===== src/rtl/demux4_router.sv =====
// Registered 1-to-4 write router: one producer beat is buffered and presented to
// exactly one of four consumers; a beat stalled too long is dropped with an err pulse.
module demux4_router #(
  parameter int WIDTH   = 32,
  parameter int TIMEOUT = 15
) (
  input  logic             clk,
  input  logic             reset,
  input  logic             in_valid,
  output logic             in_ready,
  input  logic [1:0]       in_sel,
  input  logic [WIDTH-1:0] in_data,
  output logic [3:0]       out_valid,
  input  logic [3:0]       out_ready,
  output logic [WIDTH-1:0] out_data,
  output logic             err,
  output logic [1:0]       err_sel,
  output logic             state_dbg
);

  localparam int TW = $clog2(TIMEOUT + 1);
  localparam logic [TW-1:0] TIMER_LAST = TW'(TIMEOUT - 1);

  typedef enum logic {IDLE = 1'b0, HOLD = 1'b1} state_t;

  // Handshake: a beat moves on a port in any cycle where valid and ready are both
  // high at the rising clock edge; valid never depends on ready, while in_ready
  // depends combinationally on the selected consumer's out_ready.

  state_t          state, state_nxt;
  logic [1:0]      sel_q, sel_nxt;
  logic [WIDTH-1:0] data_nxt;
  logic [TW-1:0]   timer, timer_nxt;
  logic            err_nxt;
  logic [1:0]      err_sel_nxt;
  logic            accept, drain;

  assign drain     = (state == HOLD) && out_ready[sel_q];
  assign accept    = in_valid && in_ready;
  assign out_valid = (state == HOLD) ? (4'b0001 << sel_q) : 4'b0000;
  assign state_dbg = state;

  always_comb begin
    in_ready = 1'b0;
    if (!reset) begin
      in_ready = (state == IDLE) ? 1'b1 : out_ready[sel_q];
    end
  end

  always_comb begin
    state_nxt   = state;
    sel_nxt     = sel_q;
    data_nxt    = out_data;
    timer_nxt   = timer;
    err_nxt     = 1'b0;
    err_sel_nxt = err_sel;
    case (state)
      IDLE: begin
        if (accept) begin
          state_nxt = HOLD;
          sel_nxt   = in_sel;
          data_nxt  = in_data;
          timer_nxt = '0;
        end
      end
      HOLD: begin
        if (drain) begin
          if (accept) begin
            sel_nxt   = in_sel;
            data_nxt  = in_data;
            timer_nxt = '0;
          end else begin
            state_nxt = IDLE;
          end
        end else if (timer == TIMER_LAST) begin
          // Drop the stalled beat; in_ready is already low, so nothing is accepted.
          state_nxt   = IDLE;
          err_nxt     = 1'b1;
          err_sel_nxt = sel_q;
        end else begin
          timer_nxt = timer + 1'b1;
        end
      end
      default: state_nxt = IDLE;
    endcase
  end

  always_ff @(posedge clk or posedge reset) begin
    if (reset) begin
      state    <= IDLE;
      sel_q    <= '0;
      out_data <= '0;
      timer    <= '0;
      err      <= 1'b0;
      err_sel  <= '0;
    end else begin
      state    <= state_nxt;
      sel_q    <= sel_nxt;
      out_data <= data_nxt;
      timer    <= timer_nxt;
      err      <= err_nxt;
      err_sel  <= err_sel_nxt;
    end
  end

endmodule

===== config.mk =====
export PLATFORM = sky130hd
export DESIGN_NAME = demux4_router
export DESIGN_NICKNAME = d
export VERILOG_FILES = /design/src/rtl/demux4_router.sv
export SDC_FILE = /design/constraint.sdc
export NUM_CORES = 1
export LEC_CHECK = 0
export BUFFER_PORTS_ARGS = -buffer_cell sky130_fd_sc_hd__clkbuf_2
export CAP_MARGIN = 20
export CORE_ASPECT_RATIO = 0.75
export CORE_UTILIZATION = 50
export CTS_BUF_LIST = sky130_fd_sc_hd__clkbuf_16
export DETAILED_ROUTE_END_ITERATION = 7
export PLACE_DENSITY = 0.91
export SLEW_MARGIN = 30
export SYNTH_ARGS = -nofsm -noshare
export SYNTH_HDL_FRONTEND = slang
export SYNTH_SLANG_ARGS = --single-unit

===== constraint.sdc =====
create_clock -name clk -period 3.9 [get_ports clk]
set_input_delay 0.78 -clock clk [delete_from_list [all_inputs] [get_ports clk]]
set_output_delay 0.78 -clock clk [all_outputs]
set_load 0.01 [all_outputs]

# Word level (Yosys, flattened, before mapping)
# Index checks and enable logic that the tools add are counted.
dict set report totals {
  word_cells 39
  register_bits 42
  output_inout_bits 41
  inputBits 41
}
dict set report classes {
  magnitude_cmp 1
  mux 22
  n_reduce_logical 3
  eq_ne 3
  bitwise 2
  n_shift 1
  n_addsub 1
}
# cell n
set op_table {}
lappend op_table {{two-way mux 32 bit} 2}
lappend op_table {{one-hot mux 32 bit (2 select lines)} 1}
lappend op_table {{two-way mux 4 bit} 4}
lappend op_table {{two-way mux 1 bit} 9}
lappend op_table {{one-hot mux 4 bit (2 select lines)} 1}
lappend op_table {{adder 4 x 1 -> 4 bit, second input constant} 1}
lappend op_table {{equality test 4 bit, second input constant} 1}
lappend op_table {{two-way mux 2 bit} 2}
lappend op_table {{one-hot mux 2 bit (2 select lines)} 1}
lappend op_table {{left shift 1 x 2 -> 4 bit, first input constant} 1}
lappend op_table {{less-than comparator 2 x 3 -> 1 bit, second input constant} 1}
lappend op_table {{inequality test 3 bit, second input constant} 1}
lappend op_table {{AND reduction 3 bit} 1}
lappend op_table {{binary-select mux 1 bit (select 2 bit)} 1}
lappend op_table {{logical AND 1 bit} 2}
lappend op_table {{inequality test 2 x 1 -> 1 bit, second input constant} 1}
lappend op_table {{NOT 1 bit} 2}
lappend op_table {{one-hot mux 1 bit (2 select lines)} 1}

# Logic depth before layout (Yosys ltp)
# Gate-level depths: netlist of run 1.
dict set report logic_depth {
  depth_word 8
  mapped_depth 5
  ltp_nobuf 5
}

# Worst setup path before layout of run 1
# Ideal clock, no wire load.
dict set report synth_path {
  path_type {input to output}
  start {in reset}
  end {out in_ready}
  cell_stages 2
  path_buffers 0
  arrival_time_ns 1.964
  slack_ns 1.156
  required_time_ns 3.120
  cell_sequence {inv_1 > and2_1}
}
dict set report synth_between {
  elab_chain_cells 1
}
# item line
set synth_lines {}
lappend synth_lines {{start, declared} 8} ;# input logic reset,
lappend synth_lines {{two-way mux 1 bit} 45} ;# if (!reset) begin
lappend synth_lines {{end, declared} 10} ;# output logic in_ready,
# Every way passes these cells.

# Final worst setup path of run 1
dict set report layout_path {
  start {in out_ready[3]}
  end {out in_ready}
}
dict set report layout_between {
  elab_chain_cells 4
}
# item line
set layout_lines {}
lappend layout_lines {{start, declared} 14} ;# input logic [3:0] out_ready,
lappend layout_lines {{binary-select mux 1 bit (select 2 bit)} 46} ;# in_ready = (state == IDLE) ? 1'b1 : out_ready[sel_q];
lappend layout_lines {{two-way mux 1 bit (not written as such)} 46}
lappend layout_lines {{two-way mux 1 bit} 46}
lappend layout_lines {{two-way mux 1 bit} 45}
# Every way passes these cells. The select of a mux whose other input is x is not followed.

==> results of run 1 <==
-- power by group through the flow --
stage / registers, mW / logic, mW / clock network (mW)
6_report: 0.642 / 0.453 / 0.379
5_1_grt: 0.657 / 0.490 / 0.408
4_1_cts: 0.642 / 0.459 / 0.388
3_5_place_dp: 0.643 / 0.458 / 0
3_3_place_gp: 0.640 / 0.445 / 0
2_1_floorplan: 0.682 / 0.255 / 0
-- logic make-up after synthesis --
kind of cell | Yosys count
flops | 42
mux | 37
compound gates | 11
fa+ha+maj | 2
simple gates | 18
buf+inv | 10
-- worst max-delay path: stages --
cell,delay (ps)
clkbuf_2,80
mux4_2,580
or2_2,340
and2_1,160
clkbuf_2,120
-- stage by stage --
| step | cells | setup slack (ps) | utilization (%) |
|---|---|---|---|
| final | 254 | 1060 | 70.7 |
| after global routing | 254 | 1000 | 70.7 |
| after CTS | 254 | 1060 | 70.7 |
| after global placement | 246 | 1090 | 66.5 |
| after detailed placement | 246 | 1060 | 66.7 |
| after floorplan | 120 | 1160 | - |
-- synthesized netlist by cell type, types with 2 or more instances --
cell | instances | share of area [%]
a21oi_1 | 2 | 0.54
buf_6 | 5 | 3.0
ha_1 | 2 | 1.3
or4_1 | 2 | 0.81
inv_1 | 4 | 0.81
o31ai_1 | 2 | 0.81
nand3_1 | 2 | 0.54
dfrtp_1 | 42 | 57
nand2_1 | 4 | 0.81
mux2_4 | 27 | 22
and3_1 | 2 | 0.67
nor2_1 | 2 | 0.40
mux2_2 | 9 | 5.5
o21ai_0 | 2 | 0.54
-- area by class of cell --
cell class / count / share of cell area [%]
clock buffers: 5 / 5.17
clock inverters: 3 / 0.517
inverters: 4 / 0.620
multi-input cells: 68 / 30.6
flip-flops and latches: 42 / 43.4
well taps: 50 / 2.59
repair buffers: 82 / 17.1
-- metal layers --
metal  vias to the layer above  GRT usage [%]
li1                        591              -
met1                       570           24.3
met2                        64           28.2
met3                        11           6.45
met4                         0           10.8
met5                         -              0
-- how the worst min path moves through the flow --
stage,startpoint,to,depth (start not counted)
floorplan,timer[3],timer[3],1
global placement,timer[3],timer[3],1
detailed placement,timer[3],timer[3],1
CTS,timer[3],timer[3],1
global route,out_data[17],out_data[17],1
finish,timer[3],timer[3],1
-- state kept, by name (all words and copies together), names as in the netlist --
register / count
state_dbg: 1
timer: 4
err: 1
sel_q: 2
err_sel: 2
out_data: 32
==> flow_summary.json, run 1 <==
{
  "synth_cell_type_count": 27,
  "dp_hpwl_mm": 2.41,
  "wl_per_cell_um": 13.5,
  "cts.clk_slew.worst_paths_ps": 60,
  "cellPowerDensity_nw_per_um2": 609,
  "dieArea_sq_um": 3970,
  "switching_share_pct": 29.4,
  "cap_violations": 0,
  "viasPerCell": 4.87,
  "hold_buffers": 0,
  "r2r_start": "sel_q[0]",
  "antennaDiodeCount": 0,
  "skew_ps": 4.56,
  "place_area_sq_um": 2280,
  "outcome": "completed",
  "syn2layout_area_growth_pct": 30.1,
  "netlist_area_sq_um": 1860,
  "h-tree-depth": 2,
  "met3WireLength_um": 283,
  "drt_iter0_markers": 73,
  "grt_pass1_vias": 1151,
  "synth_mux_area_share_pct": 28.5,
  "synth.yosys.warnings": 0,
  "ant_nets": 0,
  "ys.flop_type": "dfrtp_1",
  "start_kind": "input port",
  "final_max_slew_viol_count": 0,
  "final_common_cell": "clkbuf_2",
  "via_count": 1236,
  "setup_viol": 0,
  "totalPowerFinal_mw": 1.47,
  "grt_setup_unrepaired": "false",
  "ys_seq_elements": 42,
  "grt_pass1_wl_mm": 5.33,
  "tightest_slew_ps": 644,
  "p_leak_nw": 1.25,
  "layout.cells.most_common_list": "clkbuf_2, dfrtp_1, mux2_4, mux2_2, clkbuf_16",
  "antenna_found_initial": 0,
  "nets": 246,
  "seq_power_share_pct": 43.5,
  "ys_seq_area_share_pct": 56.5,
  "drcViolationCount": 0,
  "core_area_sq_um": 3420,
  "grtUsageTotal_pct": 18.8,
  "syn_area_per_cell_sq_um": 15.5,
  "tns_ps": 0,
  "clkLatencyLatePin_ps": 280,
  "min_path_type": "register to register",
  "synth_compound_area_share_pct": 4.10,
  "multiInputGateArea_sq_um": 741,
  "p_comb_share_pct": 30.7,
  "synthAdderAreaFrac_pct": 1.35,
  "ir_worst_vdd_uv": 415,
  "start_util_pct": 54.3,
  "crit_path_max_fanout": 11,
  "r2r-end": "out_data[1]",
  "regArea_sq_um": 1050,
  "numClockSinks": 42,
  "synth_top_family_by_area": "multiplexers",
  "end_kind": "output pin",
  "max_freq_mhz": 353,
  "finalCriticalPeriod_ps": 2840,
  "postCtsSetupBuffers": 0,
  "num_io_pins": 82,
  "wl_mm": 3.43,
  "fin_hold_ws_ps": 499,
  "die_y_um": 54.8,
  "crit_path_end": "in_ready",
  "met1Wirelength_mm": 1.63,
  "cp.required_ps": 3120,
  "critPathKind": "input port to output pin",
  "num_rows": 18,
  "reg2reg_slack_ps": 1820,
  "port_buffers": 81,
  "synth_edf_count": 0,
  "clockBufferDepth": 2,
  "place_congestion": 0.750,
  "die_w_um": 72.4,
  "syn-num-nets": 163,
  "tritoncts": "yes",
  "met2_length_mm": 1.42,
  "numCtsBuffers": 5,
  "synth_xor_area_share_pct": 0,
  "top_layer_used": "met4",
  "reg2reg_depth": 3,
  "min_period_over_period_pct": 72.7,
  "grt_overflow_total": 0,
  "p_int_mw": 1.04,
  "drive_above_1_share_pct": 62.7,
  "synthSimpleGateAreaFrac_pct": 5.52,
  "clock_power_share_pct": 25.7,
  "hold_viol_final": 0,
  "arrival_ps": 2060,
  "fillers": 262,
  "drt_pass1_iterations": 4,
  "syn_inst": 120,
  "crit_start": "out_ready[3]",
  "relSlewSlack_pct": 57.1,
  "synth-async-reset-ratio_pct": 100,
  "p_switching_uw": 434,
  "grt_max_degree": 43,
  "stdcell_area_sq_um": 2420,
  "cts.repair.resized": 0,
  "ctsRootBufferMaster": "clkbuf_16"
}
Note: power is estimated with default switching activity, not from simulation.
==> run 2: changes to the inputs <==
--- a/config.mk
+++ b/config.mk
@@ -5,13 +5,14 @@
 export SDC_FILE = /design/constraint.sdc
 export NUM_CORES = 1
 export LEC_CHECK = 0
+export ABC_AREA = 1
 export BUFFER_PORTS_ARGS = -buffer_cell sky130_fd_sc_hd__clkbuf_2
 export CAP_MARGIN = 20
 export CORE_ASPECT_RATIO = 0.75
-export CORE_UTILIZATION = 50
+export CORE_UTILIZATION = 46
 export CTS_BUF_LIST = sky130_fd_sc_hd__clkbuf_16
 export DETAILED_ROUTE_END_ITERATION = 7
-export PLACE_DENSITY = 0.91
+export PLACE_DENSITY = 0.85
 export SLEW_MARGIN = 30
 export SYNTH_ARGS = -nofsm -noshare
 export SYNTH_HDL_FRONTEND = slang
==> constraint.sdc (replaced) <==
create_clock -name clk -period 2.9 [get_ports clk]
set_input_delay 0.58 -clock clk [delete_from_list [all_inputs] [get_ports clk]]
set_output_delay 0.58 -clock clk [all_outputs]
set_load 0.01 [all_outputs]
==> flow_summary.json, run 2 <==
{
  "grt_overflow_total": 0,
  "layout.cells.most_common_list": "clkbuf_2, nand2_1, dfrtp_1, inv_1, o21ai_1",
  "synth-async-reset-ratio_pct": 100,
  "synth.yosys.warnings": 0,
  "largest-register": "out_data",
  "synth_cell_type_count": 18,
  "cts.clk_slew.worst_paths_ps": 50,
  "antennaDiodeCount": 0,
  "place_area_sq_um": 2230,
  "start_util_pct": 48.8,
  "numCtsBuffers": 5,
  "p_leak_nw": 1.41,
  "cap_violations": 0,
  "arrival_ps": 1470,
  "clockBufferDepth": 2,
  "finalCriticalPeriod_ps": 2050,
  "synth_top_area_share_pct": 57.7,
  "start_kind": "register",
  "nets": 328,
  "antenna_found_initial": 0,
  "stdcell_area_sq_um": 2360,
  "num_rows": 19,
  "hold_viol_final": 0,
  "p_comb_share_pct": 33.2,
  "min_path_type": "input port to asynchronous set/reset pin",
  "min_period_over_period_pct": 70.6,
  "h-tree-depth": 2,
  "syn2layout_area_growth_pct": 29.8,
  "syn_inst": 203,
  "drcViolationCount": 0,
  "max_freq_mhz": 489,
  "dieArea_sq_um": 4220,
  "p_switching_uw": 786,
  "dp_hpwl_mm": 2.49,
  "synth_edf_count": 0,
  "critPathSlowestCell": "dfrtp_1",
  "cts.repair.resized": 0,
  "tns_ps": 0,
  "max_stage_delay_ps": 450,
  "fillers": 327,
  "num_io_pins": 82,
  "switching_share_pct": 35.5,
  "seq_power_share_pct": 43.9,
  "setup_viol": 0,
  "clock_power_share_pct": 22.9,
  "outcome": "completed",
  "die_w_um": 74.6,
  "skew_ps": 2.36,
  "hold_buffers": 0,
  "via_count": 1476,
  "ir_worst_vdd_uv": 607,
  "wl_mm": 3.43,
  "crit_path_max_fanout": 7,
  "critPathKind": "register to output pin",
  "core_area_sq_um": 3730,
  "end_kind": "output pin",
  "place_congestion": 0.740,
  "postCtsSetupBuffers": 0,
  "crit_family": "flip-flops",
  "tightest_slew_ps": 717,
  "yosys-top-cells-count": "nand2_1, dfrtp_1, inv_1, o21ai_1, nand3_1",
  "ys_seq_elements": 42,
  "crit_buf_inv": 3,
  "synth.most_common_cell": "nand2_1",
  "top_regs": "out_data x32, timer x4",
  "grt_pass1_vias": 1326,
  "port_buffers": 81,
  "grtUsageTotal_pct": 18.2,
  "syn-num-nets": 246,
  "final_common_cell": "clkbuf_2",
  "synth_area_leaders": "dfrtp_1, nand2_1, o21ai_1, inv_1, buf_6",
  "viasPerCell": 4.37,
  "ant_nets": 0,
  "cellPowerDensity_nw_per_um2": 938,
  "cp.required_ps": 2320,
  "relSlewSlack_pct": 52.2,
  "netlist_area_sq_um": 1820,
  "final_max_slew_viol_count": 0,
  "clkLatencyLatePin_ps": 280,
  "drt_pass1_iterations": 4,
  "drive_above_1_share_pct": 32.5,
  "die_y_um": 56.5,
  "wl_per_cell_um": 10.1,
  "grt_pass1_wl_mm": 5.64,
  "grt_setup_unrepaired": "false",
  "ctsRootBufferMaster": "clkbuf_16",
  "drt_iter0_markers": 29,
  "tritoncts": "yes",
  "grt_max_degree": 74,
  "syn_area_per_cell_sq_um": 8.97,
  "path_cells": "inv_2 -> nand2_1 -> nand2_1 -> nand2_2 -> nand3_4 -> inv_1 -> nor2_1 -> clkbuf_2",
  "numClockSinks": 42,
  "ys.flop_type": "dfrtp_1",
  "p_int_mw": 1.43,
  "yosys.area.top_type": "dfrtp_1",
  "largest_reg_flops": 32,
  "ys_seq_area_share_pct": 57.7,
  "crit_top_cell": "nand2_1"
}
run 2: cell families after synthesis:
group | count (synthesis) | share of synthesized area [%]
buffers and inverters | 49 | 12.6
AOI/OAI and AO/OA | 38 | 10.6
xor gates and xnor gates | 1 | 0.481
DFF | 42 | 57.7
adders and majority gates | 2 | 1.37
and+or+nand+nor | 71 | 17.3
run 2: per-stage QoR:
step           cells  utilization, %  setup slack [ps]  hold slack [ps]  power [mW]
5_1_grt          338            63.3               684              514        2.40
2_1_floorplan    203               -               671              490        1.43
3_5_place_dp     330            59.7               879              481        1.73
4_1_cts          338            63.3               846              494        2.25
6_report         338            63.3               854              467        2.22
3_3_place_gp     330            59.7               914              470        1.69
run 2: final timing paths:
check	depth (start not counted)	startpoint	endpoint	slack [ps]
worst min-delay path	3	reset	err_sel[0]	470
worst min register to register	2	out_data[1]	out_data[1]	490
worst max-delay path	8	sel_q[0]	in_ready	850
worst max register to register	7	sel_q[0]	out_data[0]	990
max in group asynchronous	3	reset	out_data[18]	2080
min in group clk	2	out_data[1]	out_data[1]	490
run 2: final cells by class:
| type | instances | area, sq um | area share [%] |
|---|---|---|---|
| flip-flops and latches | 42 | 1050 | 44.5 |
| inverters | 42 | 158 | 6.67 |
| repair buffers | 82 | 413 | 17.5 |
| clock buffers | 5 | 125 | 5.29 |
| multi-input cells | 112 | 541 | 22.9 |
| clock inverters | 3 | 11.3 | 0.476 |
| well taps | 52 | 65.1 | 2.75 |
run 2: worst register-to-register path: stages, from the launching register on:
cell     delay [ps]
dfrtp_1         450
inv_2           110
nand2_1          50
nand2_1          70
nand2_2          70
nand3_4         120
nand3_4         540
o21ai_1         390
run 2: power groups by stage:
stage | sequential, mW | combinational (mW) | clock (mW)
detailed placement | 0.978 | 0.750 | 0
global placement | 0.972 | 0.722 | 0
global route | 1.01 | 0.842 | 0.547
floorplan | 1.05 | 0.375 | 0
finish | 0.973 | 0.737 | 0.507
CTS | 0.975 | 0.752 | 0.522
run 2: routing by layer:
layer  part of all wire, %  up-vias  track usage (%)
met5                     0        -                0
met4                   1.9        0             8.09
met3                   6.7        7             5.92
met2                    43       59             28.1
met1                    49      625             23.1
li1                      -      785                -
==> run 3: changes to the inputs <==
==> constraint.sdc (replaced) <==
create_clock -name clk -period 1.95 [get_ports clk]
set_input_delay 0.39 -clock clk [delete_from_list [all_inputs] [get_ports clk]]
set_output_delay 0.39 -clock clk [all_outputs]
set_load 0.01 [all_outputs]
==> flow_summary.json, run 3 (synthesized netlist as in run 2, its figures left out) <==
{
  "min_period_over_period_pct": 94.4,
  "dieArea_sq_um": 4220,
  "p_leak_nw": 1.45,
  "grt_pass1_vias": 1305,
  "numClockSinks": 42,
  "grt_max_degree": 47,
  "ir_worst_vdd_uv": 785,
  "numCtsBuffers": 5,
  "dp_hpwl_mm": 2.44,
  "drt_iter0_markers": 56,
  "wl_mm": 3.40,
  "port_buffers": 81,
  "max_freq_mhz": 543,
  "cap_violations": 0,
  "cts.clk_slew.worst_paths_ps": 60,
  "clockBufferDepth": 2,
  "largest-register": "out_data",
  "skew_ps": 3.05,
  "num_io_pins": 82,
  "grtUsageTotal_pct": 17.5,
  "antenna_found_initial": 0,
  "via_count": 1489,
  "num_rows": 19,
  "core_area_sq_um": 3730,
  "die_w_um": 74.6,
  "min_path_type": "input port to asynchronous set/reset pin",
  "start_util_pct": 48.8,
  "clkLatencyLatePin_ps": 280,
  "grt_pass1_wl_mm": 5.53,
  "layout.cells.most_common_list": "clkbuf_2, nand2_1, inv_1, dfrtp_1, o21ai_1",
  "wl_per_cell_um": 9.91,
  "ctsRootBufferMaster": "clkbuf_16",
  "relSlewSlack_pct": 66.4,
  "tritoncts": "yes",
  "totalPowerFinal_mw": 3.50,
  "drive_above_1_share_pct": 34.7,
  "start_kind": "register",
  "final_common_cell": "clkbuf_2",
  "reg2reg_slack_ps": 440,
  "hold_viol_final": 0,
  "setup_viol": 0,
  "h-tree-depth": 2,
  "place_congestion": 0.840,
  "final_max_slew_viol_count": 0,
  "tightest_slew_ps": 504,
  "arrival_ps": 1450,
  "syn2layout_area_growth_pct": 34.5,
  "largest_reg_flops": 32,
  "grt_overflow_total": 0,
  "drcViolationCount": 0,
  "numPlacedInstances": 332,
  "hold_buffers": 0,
  "crit_path_max_fanout": 6,
  "drt_pass1_iterations": 4,
  "die_y_um": 56.5,
  "nets": 333,
  "outcome": "completed",
  "cellPowerDensity_nw_per_um2": 1430,
  "viasPerCell": 4.34,
  "top_regs": "out_data x32, timer x4",
  "cp.required_ps": 1560,
  "finalCriticalPeriod_ps": 1840,
  "ant_nets": 0,
  "stdcell_count": 343,
  "end_kind": "output pin",
  "critPathKind": "register to output pin",
  "antennaDiodeCount": 0
}
[run 3: cell count changes in the layout (fill, tap and decap cells not counted), sizes merged]
cell | before | now
buf | 1 | 6
clkinv | 3 | 0
clkinvlp | 0 | 2
bufinv | 0 | 1
[run 3: metrics by stage]
stage	TNS (ps)	hold WS (ps)	cell area, sq um	setup slack (ps)	utilization, %
6_report	0	305	2450	108	65.6
2_1_floorplan	0	397	1820	208	-
3_3_place_gp	0	472	2260	428	60.5
4_1_cts	0	315	2420	63.3	65.0
5_1_grt	-6.05	324	2450	-6.05	65.6
3_5_place_dp	0	478	2260	373	60.5
[run 3: metal layers]
layer  track usage (%)  vias to the layer above  share of wire [%]
met5                 0                        -                  0
met4              6.47                        0               0.68
met3              7.00                        5                7.9
met2              26.5                       57                 42
met1              22.6                      628                 50
li1                  -                      799                  -
[run 3: repair_timing]
action / CTS / global route
endpoints found under the setup margin: 0 / 1
gates resized for setup: 0 / 1
setup buffers: 0 / 3
[run 3: power by group]
group / switching [mW] / total, mW / internal, mW
registers: 0.223 / 1.43 / 1.21
logic: 0.650 / 1.16 / 0.510
clock network: 0.313 / 0.911 / 0.598
[run 3: worst paths after layout]
check | depth (start not counted) | start | end
setup reg to reg | 8 | timer[0] | timer[1]
setup / recovery | 8 | sel_q[0] | in_ready
min in group clk | 3 | in_data[26] | out_data[26]
hold / removal | 3 | reset | timer[0]
hold reg to reg | 2 | out_data[2] | out_data[2]
max in group asynchronous | 3 | reset | sel_q[0]
[run 3: final cells by class]
class,instances,area (sq um)
Fill cell,319,1280
Sequential cell,42,1050
Timing Repair Buffer,87,463
Clock buffer,5,125
Inverter,42,161
Tap cell,52,65.1
Clock inverter,3,41.3
Multi-Input combinational cell,112,541
[run 3: worst max-delay path, cell delays in order (launching register included)]
cell	delay, ps
dfrtp_2	440
inv_2	90
nand2_1	50
nand2_1	60
nand2_1	100
nand3_4	130
inv_1	90
nor2_1	90
clkbuf_2	130
